==> src/rtl/cdb_pkg.sv <==
// Shared widths, result-kind encoding and result-entry layout for the CDB stage.
// No logic; imported by the arbiter, its interface users and the bench.
// Entry fields mirror what a functional unit hands over on completion.
package cdb_pkg;

    localparam int DEF_DATA_W  = 16;
    localparam int DEF_TAG_W   = 4;
    localparam int DEF_ADDR_W  = 4;
    localparam int DEF_NUM_SRC = 4;

    typedef enum logic {
        KIND_REG   = 1'b0,
        KIND_STORE = 1'b1
    } kind_e;

    typedef struct packed {
        kind_e                  kind;
        logic [DEF_TAG_W-1:0]   tag;
        logic [DEF_DATA_W-1:0]  data;
        logic [DEF_ADDR_W-1:0]  addr;
    } entry_t;

endpackage

==> src/rtl/cdb_arbiter_if.sv <==
// Producer-side channels plus CDB broadcast and data-memory write port.
// master = producers/observers, slave = the arbiter stage.
// src_ready is the only backpressure; CDB and memory never stall.
interface cdb_arbiter_if #(
    parameter int DATA_W  = 16,
    parameter int TAG_W   = 4,
    parameter int ADDR_W  = 4,
    parameter int NUM_SRC = 4
);
    localparam int IDX_W = $clog2(NUM_SRC);

    logic [NUM_SRC-1:0]        src_valid;
    logic [NUM_SRC-1:0]        src_ready;
    logic [NUM_SRC-1:0]        src_store;
    logic [NUM_SRC*TAG_W-1:0]  src_tag;
    logic [NUM_SRC*DATA_W-1:0] src_data;
    logic [NUM_SRC*ADDR_W-1:0] src_addr;

    logic                      cdb_valid;
    logic [TAG_W-1:0]          cdb_tag;
    logic [DATA_W-1:0]         cdb_data;
    logic                      mem_we;
    logic [ADDR_W-1:0]         mem_addr;
    logic [DATA_W-1:0]         mem_wdata;
    logic [IDX_W-1:0]          grant_src;

    modport master (
        output src_valid, src_store, src_tag, src_data, src_addr,
        input  src_ready,
        input  cdb_valid, cdb_tag, cdb_data,
        input  mem_we, mem_addr, mem_wdata, grant_src
    );

    modport slave (
        input  src_valid, src_store, src_tag, src_data, src_addr,
        output src_ready,
        output cdb_valid, cdb_tag, cdb_data,
        output mem_we, mem_addr, mem_wdata, grant_src
    );

endinterface

==> src/rtl/cdb_arbiter_rr.sv <==
// Round-robin picker: first set req at or above ptr, wrapping modulo NUM_SRC.
// Purely combinational, zero latency.
// No backpressure; any=0 when nothing is requesting.
module rr_arbiter #(
    parameter int NUM_SRC = 4,
    parameter int IDX_W   = $clog2(NUM_SRC)
) (
    input  logic [NUM_SRC-1:0] req,
    input  logic [IDX_W-1:0]   ptr,
    output logic [NUM_SRC-1:0] grant,
    output logic [IDX_W-1:0]   idx,
    output logic               any
);

    always_comb begin
        int j;
        j     = 0;
        grant = '0;
        idx   = '0;
        any   = 1'b0;
        for (int k = 0; k < NUM_SRC; k++) begin
            j = int'(ptr) + k;
            if (j >= NUM_SRC) begin
                j = j - NUM_SRC;
            end
            if (!any && req[j]) begin
                any      = 1'b1;
                grant[j] = 1'b1;
                idx      = IDX_W'(j);
            end
        end
    end

endmodule

==> src/rtl/cdb_arbiter.sv <==
// Multi-channel CDB stage: one holding entry per producer, round-robin grant per cycle.
// Latency: accepted at edge E, earliest grant in the next cycle, visible after E+1.
// Backpressure: src_ready[i] = entry empty or being granted; CDB/memory always accept.
module cdb_arbiter
    import cdb_pkg::*;
#(
    parameter int DATA_W  = DEF_DATA_W,
    parameter int TAG_W   = DEF_TAG_W,
    parameter int ADDR_W  = DEF_ADDR_W,
    parameter int NUM_SRC = DEF_NUM_SRC
) (
    input  logic          clock,
    input  logic          reset,
    cdb_arbiter_if.slave  bus
);

    localparam int IDX_W = $clog2(NUM_SRC);

    logic [NUM_SRC-1:0] hold_v;
    kind_e              hold_kind [NUM_SRC];
    logic [TAG_W-1:0]   hold_tag  [NUM_SRC];
    logic [DATA_W-1:0]  hold_data [NUM_SRC];
    logic [ADDR_W-1:0]  hold_addr [NUM_SRC];

    logic [IDX_W-1:0]   rr_ptr;
    logic [NUM_SRC-1:0] grant;
    logic [IDX_W-1:0]   gidx;
    logic               gany;
    logic [NUM_SRC-1:0] src_rdy;
    logic [NUM_SRC-1:0] load;

    logic               cdb_valid_q;
    logic [TAG_W-1:0]   cdb_tag_q;
    logic [DATA_W-1:0]  cdb_data_q;
    logic               mem_we_q;
    logic [ADDR_W-1:0]  mem_addr_q;
    logic [DATA_W-1:0]  mem_wdata_q;
    logic [IDX_W-1:0]   grant_src_q;

    rr_arbiter #(
        .NUM_SRC (NUM_SRC),
        .IDX_W   (IDX_W)
    ) u_rr (
        .req   (hold_v),
        .ptr   (rr_ptr),
        .grant (grant),
        .idx   (gidx),
        .any   (gany)
    );

    // A granted entry drains this edge, so it can take a new result at the same time.
    assign src_rdy = ~hold_v | grant;
    assign load    = bus.src_valid & src_rdy;

    always_ff @(posedge clock) begin
        if (reset) begin
            hold_v      <= '0;
            rr_ptr      <= '0;
            cdb_valid_q <= 1'b0;
            cdb_tag_q   <= '0;
            cdb_data_q  <= '0;
            mem_we_q    <= 1'b0;
            mem_addr_q  <= '0;
            mem_wdata_q <= '0;
            grant_src_q <= '0;
        end else begin
            for (int i = 0; i < NUM_SRC; i++) begin
                if (load[i]) begin
                    hold_v[i] <= 1'b1;
                end else if (grant[i]) begin
                    hold_v[i] <= 1'b0;
                end
            end

            if (gany) begin
                rr_ptr      <= (gidx == IDX_W'(NUM_SRC - 1)) ? '0 : gidx + 1'b1;
                grant_src_q <= gidx;
                if (hold_kind[gidx] == KIND_STORE) begin
                    mem_we_q    <= 1'b1;
                    mem_addr_q  <= hold_addr[gidx];
                    mem_wdata_q <= hold_data[gidx];
                    cdb_valid_q <= 1'b0;
                end else begin
                    cdb_valid_q <= 1'b1;
                    cdb_tag_q   <= hold_tag[gidx];
                    cdb_data_q  <= hold_data[gidx];
                    mem_we_q    <= 1'b0;
                end
            end else begin
                cdb_valid_q <= 1'b0;
                mem_we_q    <= 1'b0;
            end
        end
    end

    // Payload only matters while hold_v is set, so it needs no reset.
    always_ff @(posedge clock) begin
        for (int i = 0; i < NUM_SRC; i++) begin
            if (load[i]) begin
                hold_kind[i] <= bus.src_store[i] ? KIND_STORE : KIND_REG;
                hold_tag[i]  <= bus.src_tag[i*TAG_W +: TAG_W];
                hold_data[i] <= bus.src_data[i*DATA_W +: DATA_W];
                hold_addr[i] <= bus.src_addr[i*ADDR_W +: ADDR_W];
            end
        end
    end

    assign bus.src_ready = src_rdy;
    assign bus.cdb_valid = cdb_valid_q;
    assign bus.cdb_tag   = cdb_tag_q;
    assign bus.cdb_data  = cdb_data_q;
    assign bus.mem_we    = mem_we_q;
    assign bus.mem_addr  = mem_addr_q;
    assign bus.mem_wdata = mem_wdata_q;
    assign bus.grant_src = grant_src_q;

endmodule

==> src/flat_wrapper.sv <==
// flat-port wrapper written by rule: the top's interface ports become plain ports
module cdb_arbiter_flat import cdb_pkg::*;
#(
    parameter int DATA_W  = DEF_DATA_W,
    parameter int TAG_W   = DEF_TAG_W,
    parameter int ADDR_W  = DEF_ADDR_W,
    parameter int NUM_SRC = DEF_NUM_SRC
)
  (clock, reset, bus_src_valid, bus_src_store, bus_src_tag, bus_src_data, bus_src_addr, bus_src_ready, bus_cdb_valid, bus_cdb_tag, bus_cdb_data, bus_mem_we, bus_mem_addr, bus_mem_wdata, bus_grant_src);
  cdb_arbiter_if #(.DATA_W(DATA_W), .TAG_W(TAG_W), .ADDR_W(ADDR_W), .NUM_SRC(NUM_SRC)) bus_i ();
  input  logic clock;
  input  logic reset;
  input wire logic [$bits(bus_i.src_valid)-1:0] bus_src_valid;
  input wire logic [$bits(bus_i.src_store)-1:0] bus_src_store;
  input wire logic [$bits(bus_i.src_tag)-1:0] bus_src_tag;
  input wire logic [$bits(bus_i.src_data)-1:0] bus_src_data;
  input wire logic [$bits(bus_i.src_addr)-1:0] bus_src_addr;
  output wire logic [$bits(bus_i.src_ready)-1:0] bus_src_ready;
  output wire logic [$bits(bus_i.cdb_valid)-1:0] bus_cdb_valid;
  output wire logic [$bits(bus_i.cdb_tag)-1:0] bus_cdb_tag;
  output wire logic [$bits(bus_i.cdb_data)-1:0] bus_cdb_data;
  output wire logic [$bits(bus_i.mem_we)-1:0] bus_mem_we;
  output wire logic [$bits(bus_i.mem_addr)-1:0] bus_mem_addr;
  output wire logic [$bits(bus_i.mem_wdata)-1:0] bus_mem_wdata;
  output wire logic [$bits(bus_i.grant_src)-1:0] bus_grant_src;
  assign bus_i.src_valid = bus_src_valid;
  assign bus_i.src_store = bus_src_store;
  assign bus_i.src_tag = bus_src_tag;
  assign bus_i.src_data = bus_src_data;
  assign bus_i.src_addr = bus_src_addr;
  assign bus_src_ready = bus_i.src_ready;
  assign bus_cdb_valid = bus_i.cdb_valid;
  assign bus_cdb_tag = bus_i.cdb_tag;
  assign bus_cdb_data = bus_i.cdb_data;
  assign bus_mem_we = bus_i.mem_we;
  assign bus_mem_addr = bus_i.mem_addr;
  assign bus_mem_wdata = bus_i.mem_wdata;
  assign bus_grant_src = bus_i.grant_src;
  cdb_arbiter #(.DATA_W(DATA_W), .TAG_W(TAG_W), .ADDR_W(ADDR_W), .NUM_SRC(NUM_SRC)) u_core (.clock(clock), .reset(reset), .bus(bus_i));
endmodule
==> config.mk <==
export PLATFORM = sky130hd
export DESIGN_NAME = cdb_arbiter_flat
export DESIGN_NICKNAME = d
export VERILOG_FILES = /design/src/rtl/cdb_pkg.sv /design/src/rtl/cdb_arbiter_if.sv /design/src/rtl/cdb_arbiter_rr.sv /design/src/rtl/cdb_arbiter.sv /design/src/flat_wrapper.sv
export SDC_FILE = /design/constraint.sdc
export NUM_CORES = 1
export LEC_CHECK = 0
export ABC_AREA = 1
export CAP_MARGIN = 20
export CORE_MARGIN = 4
export CORE_UTILIZATION = 30
export CTS_CLUSTER_SIZE = 16
export DETAILED_ROUTE_END_ITERATION = 12
export PLACE_DENSITY = 0.52
export RECOVER_POWER = 100
export SLEW_MARGIN = 40
export SYNTH_ARGS = -nofsm -noshare
export SYNTH_HDL_FRONTEND = slang
export SYNTH_SLANG_ARGS = --single-unit
==> constraint.sdc <==
create_clock -name clock -period 3.7 [get_ports clock]
set_input_delay 0.37 -clock clock [delete_from_list [all_inputs] [get_ports clock]]
set_output_delay 0.37 -clock clock [all_outputs]
set_load 0.03 [all_outputs]
==> results.md <==
* Filler instances at 2,091
* DR DRC count at 0
* Clk slew on worst S/H paths at 0.07 ns
* Flops & latches, synth at 150
* Fin. Hold Viols at 0
* CTS tree: built
* ANT nets after route at 0
* DIE WIDTH at about 160 microns
* RSZ-0062 raised after global routing: no
* Crit start category: flip-flop
* FF-to-FF setup slack at ~0.37 ns
* Synth area leader: edfxtp_1
* Final Total Pwr at about 0.0092 W
* Vias in the first global route at roughly 4,700
* Most frequent cell after synthesis: nand2_1
* Yosys cell types at 27
* Clock Sinks at 150
* Tcrit/Tclk final at between 90% and 100%
* Syn nets at about 800
* RR Endpoint: u_core.bus.cdb_data[9]
* Drt wl/cell at roughly 15 microns
* Antenna violations before repair at 3
* Routed vias at around 4,800
* Worst skew pair latency at about 0.42 ns
* Worst r2r src: u_core.rr_ptr[0]
* Post-CTS Resized at 1
* Slew headroom at 40.0%
* Cells after Synth at about 690
* Top cells by count, synth: nand2_1 (180), inv_1 (108), edfxtp_1 (100)
* Final setup violation count at 0
* Outcome: finished, final reports clean
* Leak at 3.85 nW
* DR iter-0 viols at 316
* Vias/cell at between 4 and 5
* I/O pin total at ~150
* Fmax at 284 MHz
* CP startpoint: u_core.rr_ptr[0]
* # H-tree levels at 4
* Hold WS at roughly 0.46 ns
* Minimum clock period at between 3 and 4 ns
* Mapped Avg Cell Area at 9.59 sq um
* Worst-Margin Slew at approximately 0.9 ns
* First-pass GRT wire length at 26,300 microns
* Worst Hold Class: flip-flop to flip-flop
* Setup crit end: bus_src_ready[0]
* Die area at 24,300 sq um
* Synth top area share at approximately 46%
* WP data required at roughly 3.3 ns
* Critical Path Fanout Max at 13
* Core Region at 21,300 sq um
* Clock Path Buffers at 2
* Area grow syn2layout at 35.8%
* Max cap viols at 0
* Layout cells sized above 1 at under 10%
* Largest net degree at the start of global routing at 79
* Num CTS Buffers at 17
* Final GP Congestion at 0.808
* Critical path capture point type: output port
* VDD IR max at between 400 and 500 uV
* Die Y at ~160 microns
* EDFF count, synth at 100
* Final TNS setup at 0 ns
* Syn. warnings at 0
* Hpwl dp at around 12,000 microns
* Netlist Area Pre-Place at approximately 6600 sq um
* Initial Util at between 30 and 40%
* GRT Resource Usage Total at between 10% and 20%
* Total wire length at about 17,000 microns
* Synth Flop Type: edfxtp_1
* R2R depth at 15
* CTS Root Cell: clkbuf_16
* Post-Route Skew at between 0.008 and 0.009 ns
* Setup CP Type: flip-flop to output port
* Sequential share of the synthesized area at about three fifths
* Power per cell area at between 1000 and 1500 nW/um^2
* Synth top area cells: edfxtp_1 (46%), dfxtp_1 (15%), nand2_1 (10%)
* Fin nets at roughly 950
* Post-CTS Setup Repair Bufs at 0
* Fin. max-slew vios at 0
* DRT Pass-1 Iters at 5
* Grt ovf at 0
* PortBufs at approximately 150
* FFs w/ async S/R, synth at 0%
* Std-Cell Rows at 53
* Hold-fix buffers, CTS at 0
* Data arrival, critical path at approximately 3.2 ns
-- how the worst min path moves through the flow --
| stage | start | slack (ns) | endpoint | cells after the start |
|---|---|---|---|---|
| after floorplan | bus_src_addr[0] | 0.47 | u_core.hold_addr[0][0] | 0 |
| after global placement | u_core.bus.grant_src[0] | 0.48 | u_core.bus.grant_src[0] | 2 |
| after detailed placement | u_core.bus.grant_src[0] | 0.47 | u_core.bus.grant_src[0] | 2 |
| after CTS | u_core.bus.grant_src[0] | 0.48 | u_core.bus.grant_src[0] | 2 |
| after global routing | u_core.bus.grant_src[0] | 0.49 | u_core.bus.grant_src[0] | 2 |
| final | u_core.bus.grant_src[0] | 0.46 | u_core.bus.grant_src[0] | 2 |
-- state kept, by name, indices dropped and copies added, names as in the netlist --
name,count
u_core.hold_data,64
u_core.bus.cdb_data,16
u_core.bus.mem_wdata,16
u_core.hold_addr,16
u_core.hold_tag,16
u_core.bus.cdb_tag,4
u_core.bus.mem_addr,4
u_core.hold_kind,4
u_core.hold_v,4
u_core.bus.grant_src,2
u_core.rr_ptr,2
u_core.bus.cdb_valid,1
u_core.bus.mem_we,1
-- cells in the final DEF (no fill, tap or decap), types with 9 or more instances in the layout --
cell type and count:
nand2_1 180, dlygate4sd3_1 144, inv_1 108, edfxtp_1 100
nor2_1 91, dfxtp_1 48, o211ai_1 40, clkbuf_16 17
a21oi_1 15, nand3_1 13, o21ai_0 13, clkdlybuf4s50_1 9
-- kinds of logic (layout without fill, tap and decap cells) --
| kind of cell | after synthesis | count (layout) | share of synthesized area (%) |
|---|---|---|---|
| other cells | 0 | 2 | 0 |
| buf+inv | 142 | 305 | 9.90 |
| simple gates | 310 | 310 | 20.2 |
| compound gates | 75 | 75 | 7.39 |
| fa+ha+maj | 8 | 8 | 1.52 |
| flops | 150 | 150 | 61.0 |
-- cell type report --
| type | instances | area (sq um) | area share, % |
|---|---|---|---|
| clock buffers | 17 | 425 | 4.77 |
| diodes | 2 | 5.00 | 0.0561 |
| flip-flops and latches | 150 | 4010 | 44.9 |
| multi-input cells | 393 | 1950 | 21.9 |
| inverters | 112 | 425 | 4.77 |
| clock inverters | 15 | 171 | 1.92 |
| well taps | 275 | 344 | 3.86 |
| repair buffers | 161 | 1590 | 17.9 |
-- routing by layer --
layer / vias to the layer above / part of all wire [%] / global-route usage, % / wire (microns)
li1: 2497 / - / - / -
met1: 2172 / 46 / 19.0 / 7970
met2: 121 / 47 / 22.8 / 8120
met3: 19 / 4.8 / 3.58 / 819
met4: 2 / 1.6 / 4.46 / 272
met5: - / 0.041 / 0 / 7
-- critical path, stage by stage, from the launching register on --
cell and delay, ns:
dfxtp_2 0.54, inv_6 0.10, ha_1 0.36, inv_1 0.10, nand3_2 0.10, nand2_4 0.12, nor2_2 0.07, inv_1 0.09
o21ai_0 0.08, nor3_1 0.40, nand2_1 0.14, clkdlybuf4s50_1 0.63
-- per-stage QoR --
step | utilization [%] | setup slack, ns | cell area, sq um | instances
after detailed placement | 39.2 | 0.422 | 8350 | 1091
after global routing | 41.9 | 0.0192 | 8920 | 1125
after CTS | 42.1 | 0.0582 | 8950 | 1123
after floorplan | - | 0.377 | 6570 | 685
final | 41.9 | 0.181 | 8920 | 1125
after global placement | 39.2 | 0.459 | 8350 | 1091
-- power breakdown --
group / switching (W) / internal (W)
registers: 0.000172 / 0.00223
clock network: 0.000740 / 0.00101
logic: 0.00347 / 0.00158
(Power assumes the default switching activity.)
